`src/rtl/spi_controller.sv`:
```
// Mode-0 SPI initiator: one 16-bit write frame {1,addr,data} per start.
// Ports: clk, rst_n, start, addr, data -> busy, done, sclk, copi, ncs.
module spi_controller #(
  parameter int CLK_DIV = 4
) (
  input  logic       clk,
  input  logic       rst_n,
  input  logic       start,
  input  logic [6:0] addr,
  input  logic [7:0] data,
  output logic       busy,
  output logic       done,
  output logic       sclk,
  output logic       copi,
  output logic       ncs
);

  if (CLK_DIV < 2 || CLK_DIV > 255) begin : g_bad_div
    $error("spi_controller: CLK_DIV must be 2..255");
  end

  localparam logic [7:0] LAST = 8'(CLK_DIV - 1);

  typedef enum logic [2:0] {
    IDLE,
    SETUP,
    HIGH,
    LOW,
    GAP
  } state_e;

  state_e      state_q, state_d;
  logic [7:0]  cnt_q, cnt_d;
  logic [3:0]  bit_q, bit_d;
  logic [15:0] sh_q, sh_d;
  logic        busy_q, busy_d;
  logic        done_q, done_d;
  logic        sclk_q, sclk_d;
  logic        copi_q, copi_d;
  logic        ncs_q, ncs_d;
  logic        last;

  assign last = (cnt_q == LAST);

  always_comb begin
    state_d = state_q;
    bit_d   = bit_q;
    sh_d    = sh_q;
    copi_d  = copi_q;
    unique case (state_q)
      IDLE: begin
        if (start) begin
          state_d = SETUP;
          sh_d    = {1'b1, addr, data};
          bit_d   = 4'd15;
          copi_d  = 1'b1;
        end
      end
      SETUP: begin
        if (last) state_d = HIGH;
      end
      HIGH: begin
        if (last) begin
          state_d = LOW;
          sh_d    = {sh_q[14:0], 1'b0};
          copi_d  = (bit_q == 4'd0) ? 1'b0 : sh_q[14];
        end
      end
      LOW: begin
        if (last) begin
          if (bit_q == 4'd0) begin
            state_d = GAP;
          end else begin
            state_d = HIGH;
            bit_d   = bit_q - 4'd1;
          end
        end
      end
      GAP: begin
        if (last) state_d = IDLE;
      end
      default: state_d = IDLE;
    endcase

    // phase counter restarts on every state change
    if (state_d != state_q || state_q == IDLE) begin
      cnt_d = 8'd0;
    end else begin
      cnt_d = cnt_q + 8'd1;
    end

    // pins are registered copies of the next state's values
    ncs_d  = (state_d == IDLE) || (state_d == GAP);
    sclk_d = (state_d == HIGH);
    busy_d = (state_d != IDLE);
    done_d = (state_d == GAP) && (state_q != GAP);
    if (ncs_d) copi_d = 1'b0;
  end

  always_ff @(posedge clk or negedge rst_n) begin
    if (!rst_n) begin
      state_q <= IDLE;
      cnt_q   <= 8'd0;
      bit_q   <= 4'd0;
      sh_q    <= 16'd0;
      busy_q  <= 1'b0;
      done_q  <= 1'b0;
      sclk_q  <= 1'b0;
      copi_q  <= 1'b0;
      ncs_q   <= 1'b1;
    end else begin
      state_q <= state_d;
      cnt_q   <= cnt_d;
      bit_q   <= bit_d;
      sh_q    <= sh_d;
      busy_q  <= busy_d;
      done_q  <= done_d;
      sclk_q  <= sclk_d;
      copi_q  <= copi_d;
      ncs_q   <= ncs_d;
    end
  end

  assign busy = busy_q;
  assign done = done_q;
  assign sclk = sclk_q;
  assign copi = copi_q;
  assign ncs  = ncs_q;

endmodule

```
`config.mk`:
```
export PLATFORM = sky130hd
export DESIGN_NAME = spi_controller
export DESIGN_NICKNAME = d
export VERILOG_FILES = /design/src/rtl/spi_controller.sv
export SDC_FILE = /design/constraint.sdc
export NUM_CORES = 1
export LEC_CHECK = 0
export ABC_AREA = 1
export ABC_CLOCK_PERIOD_IN_PS = 1900
export CAP_MARGIN = 15
export CORE_UTILIZATION = 54
export DETAILED_ROUTE_END_ITERATION = 12
export PLACE_DENSITY_LB_ADDON = 0.25
export SYNTH_ARGS = -nofsm -noshare
export SYNTH_HDL_FRONTEND = slang
export SYNTH_SLANG_ARGS = --single-unit
export TNS_END_PERCENT = 10
```
`constraint.sdc`:
```
create_clock -name clk -period 1.9 [get_ports clk]
set_input_delay 0.38 -clock clk [delete_from_list [all_inputs] [get_ports clk]]
set_output_delay 0.38 -clock clk [all_outputs]
set_load 0.005 [all_outputs]
```
After elaboration in Yosys (flattened, before gate mapping)
Cells that the tools add are included. Widths: inputs -> output; s select.

Reduce and logical (&&, ||, !) cells: 13. Muxes and demuxes: 20. Add/subtract/negate cells: 2. Equality and inequality tests: 15.

Operator list (number): $mux 15 (2); $pmux 15 s2 (1); $mux 3 (6); $pmux 3 s5 (1); $mux 4 (3); $eq 3x2->1 const B (3); $ne 3x3->1 const B (3); $add 8x1->8 const B (1); $eq 8x2->1 const B (1); $mux 8 (1); $ne 2x2->1 const B (4); $pmux 4 s2 (1); $eq 3x3->1 const B (2); $logic_not 3->1 (2); $reduce_and 3->1 (2); $reduce_bool 3->1 (2); $logic_not 4->1 (1); $mux 1 (4); $reduce_and 4->1 (1); $reduce_bool 2->1 (2); $sub 4x1->4 const B (1); $eq 3x1->1 const B (1); $ne 3x3->1 (1); $logic_or 1x1->1 (2); 2 further kinds (2).

Input bits: 18. Output and inout port bits: 5. Word-level logic and storage cells: 59. Register bits: 35.

Longest topological paths before layout
Depth after elaboration: 8. Gate-level depth with buffers: 10. Mapped depth without buffers: 10.

Worst setup path after synthesis
OpenSTA, ideal clock, no wires.

Kind: register to register. Start point: reg cnt_q[0]. End point: reg sh_q[11]. Data required time: 1.774 ns. Stages on the path, launching flop included: 8. Buffers on the path: 1. Data arrival time: 1.230 ns. Path slack: 0.545 ns. Clock period less this slack: 1.355 ns. Setup time: 0.126 ns. Path through: dfrtp_1 ha_1 nand2_1 nor2_4 nand3b_4 nand2_2 buf_2 o21ai_0.

Word-level cells in the longest chain between the ends: 3.

RTL lines: start, declared (line 33) `logic [7:0] cnt_q, cnt_d;`; start signal, assigned (line 113) `cnt_q <= cnt_d;`; $eq 8x2->1 (line 43) `assign last = (cnt_q == LAST);`; $ne 2x2->1 (no source line); $reduce_and 3->1 (no source line); end signal, assigned (line 105) `sh_q <= 16'd0;`; end signal, assigned (line 115) `sh_q <= sh_d;`; end, declared (line 35) `logic [15:0] sh_q, sh_d;`.

No other way between the ends. A chain may end at the register's enable or synchronous reset.

Final worst setup path
Start point: reg ncs_q, in the netlist ncs. End point: out ncs.

RTL lines: start, declared (line 40) `logic ncs_q, ncs_d;`; start signal, assigned (line 120) `ncs_q <= ncs_d;`; end, declared (line 15) `output logic ncs`.

No word-level cell between the ends.

==> flow_metrics.py <==
metrics = {
    "setup_path": {
        "r2r_slack_ps": 360,
        "max_stage_delay_ps": 520,
        "crit_family": "flip-flops",
        "cp_slowest_cell": "dfstp_2",
        "end_kind": "output pin",
        "path_buf_inv": 1,
        "worstPathMaxFanout": 1,
        "worstPathRequired_ps": 1520,
        "worstSetupPathType": "reg -> out",
        "crit_chain": "clkdlybuf4s50_1",
        "cp-start-kind": "flip-flop",
        "arrival_ps": 1350,
    },
    "cells_and_area": {
        "layout_commonest_cell": "nand2_1",
        "num-nets-final": 264,
        "mostFrequentLayoutCells": "51 x nand2_1, 34 x dfrtp_1, 32 x inv_1",
        "num_antenna_cells": 0,
        "final_util_pct": 68.02,
        "drive_above_1_share_pct": 12.24,
        "syn_to_final_growth_pct": 18.30,
    },
    "global_routing": {
        "grtUsageTotal_pct": 20.13,
        "grt_max_degree": 36,
        "grt_pass1_wl_mm": 5.119,
        "grt_pass1_vias": 1269,
        "antenna_found_initial": 0,
        "globalRouteOverflowTotal": 0,
    },
    "power": {
        "report.power.total_mw": 1.184,
        "ir_drop_mv": 0.4248,
        "power.density_mw_per_mm2": 561.1,
        "p_leak_nw": 1.055,
    },
    "detailed_routing": {
        "vias_per_cell": 4.761,
        "dr.pass1.iters": 4,
        "drt_iter0_drc": 41,
        "wl_per_cell_um": 10.27,
        "wl_mm": 2.967,
        "detail-route-antenna-nets": 0,
        "num_vias": 1376,
        "drc": 0,
    },
    "logic_synthesis": {
        "synth_top_area_share_pct": 47.69,
        "avgSynthCellArea_um2": 8.222,
        "ys_warn_count": 0,
        "syn_area_mm2": 0.001784,
        "synth_area_leader_cell": "dfrtp_1",
        "ys_ff_latch": 35,
        "synth_area_leaders": "dfrtp_1 48%, nand2_1 11%, o21ai_0 8.7%",
        "synth_fp_nets": 237,
        "seq_area_frac_synth_pct": 49.16,
        "postSynthCellCount": 217,
        "ys_types": 30,
    },
    "timing": {
        "final.period_utilization_pct": 90.90,
        "fin_setup_tns_ps": 0,
        "fmax_mhz": 579.0,
        "setup_viol": 0,
        "drv_slew": 0,
        "worst_pin_slew_ps": 427.2,
        "relSlewSlack_pct": 71.52,
        "post-route-min-period_ps": 1727,
        "whs_ps": 433.5,
        "rsz0062_at_grt": "no",
        "finalHoldViolCount": 0,
        "clock_skew_ps": 15.80,
    },
    "floorplanning": {
        "die-area_mm2": 0.003538,
        "core_region_area_mm2": 0.003103,
        "initial_core_util_pct": 57.50,
        "core.rowCount": 20,
        "pin_count": 23,
        "die_x_um": 59.48,
        "fp.dieH_um": 59.48,
    },
    "clocking": {
        "post_cts.repair.setup_buffers": 0,
        "hold_buffers": 0,
        "clock-sinks": 35,
        "cts_tree": "done",
        "clockBufferDepth": 2,
        "clk_latency_ps": 340,
        "cts_resized": 0,
        "clockRootBuffer": "clkbuf_4",
        "htree_levels": 2,
        "clkSlewWorstSetupHoldPaths_ps": 110,
        "numCtsBuffers": 5,
    },
    "status": {
        "outcome": "finished clean",
    },
    "place": {
        "io_buffers": 22,
        "place_hpwl_mm": 2.189,
        "gp_congestion": 0.8083,
    },
    "min_path": {
        "hold_path.class": "in -> async",
    },
    "job": {
        "drv_cap": 0,
    },
}
-- Yosys cell counts (all sizes together) --
| cell | count |
|---|---|
| nand2 | 54 |
| o21ai | 36 |
| dfrtp | 34 |
| inv | 34 |
| nor2 | 23 |
| nand3 | 8 |
| xor2 | 7 |
| buf | 5 |
| a21oi | 3 |
| ha | 2 |
| nand4 | 2 |
| a31oi | 1 |
| and3 | 1 |
| clkbuf | 1 |
| dfstp | 1 |
| nand3b | 1 |
| nor3 | 1 |
| o22ai | 1 |
| or2 | 1 |
| xnor2 | 1 |
-- sequential cells by signal, indices dropped and copies added, names as in the netlist --
name     cells
state_q      3
bit_q        4
ncs          1
cnt_q        8
sh_q        15
copi         1
busy         1
sclk         1
done         1
-- per-stage QoR --
stage | std cells | worst slack (ps) | instance area [um2]
floorplan | 217 | 544.5 | 1784
global placement | 281 | 342.1 | 2058
detailed placement | 281 | 307.2 | 2058
CTS | 289 | 141.3 | 2111
global route | 289 | 127.4 | 2111
finish | 289 | 173.0 | 2111
-- final cells by class --
| class | count | area (um2) |
|---|---|---|
| inverter | 34 | 127.6 |
| fill | 282 | 992.2 |
| multi-input combinational | 142 | 735.7 |
| clock buffer | 5 | 37.54 |
| timing repair buffer | 26 | 262.8 |
| clock inverter | 3 | 15.01 |
| sequential | 35 | 877.1 |
| tap | 44 | 55.05 |
-- worst paths after layout --
check                              start       end  cells after the start
worst max-delay path                 ncs       ncs                      1
worst min-delay path               rst_n  sh_q[14]                      2
worst max register to register  cnt_q[0]  bit_q[0]                      9
worst min register to register  cnt_q[0]  cnt_q[0]                      1
max in group asynchronous          rst_n       ncs                      2
min in group clk                cnt_q[0]  cnt_q[0]                      1
-- per-layer routing --
metal  track usage, %  wire length [um]  vias up
li1                 -                 -      732
met1            25.04              1442      622
met2            30.82              1352       17
met3            6.550               105        5
met4            11.22                66        0
met5                0                 0        -
-- cells by family after synthesis --
kind of cell             count (synthesis)  share of synthesized area, %
buffers and inverters                   40                         9.608
flip-flops                              35                         49.16
AO/OA/AOI/OAI                           41                         11.85
XOR/XNOR                                 8                         3.927
AND/OR/NAND/NOR                         91                         24.05
adder cells (fa/ha/maj)                  2                         1.402
-- worst reg2reg max path, stage by stage, from the launching register on --
cell     delay [ps]
dfrtp_1         370
ha_1            230
nand2_1         110
nor2_4          150
nand2_2          80
nand2_1          90
nand2_1          90
nor2_4          150
o21ai_0         110
o21ai_0          80
-- power breakdown --
part           leakage, nW  total [mW]  switching, mW  internal (mW)
clock               0.0347       0.378          0.240          0.138
combinational        0.612      0.0624         0.0247         0.0377
sequential           0.408       0.744              0          0.744
(Power assumes the default switching activity.)
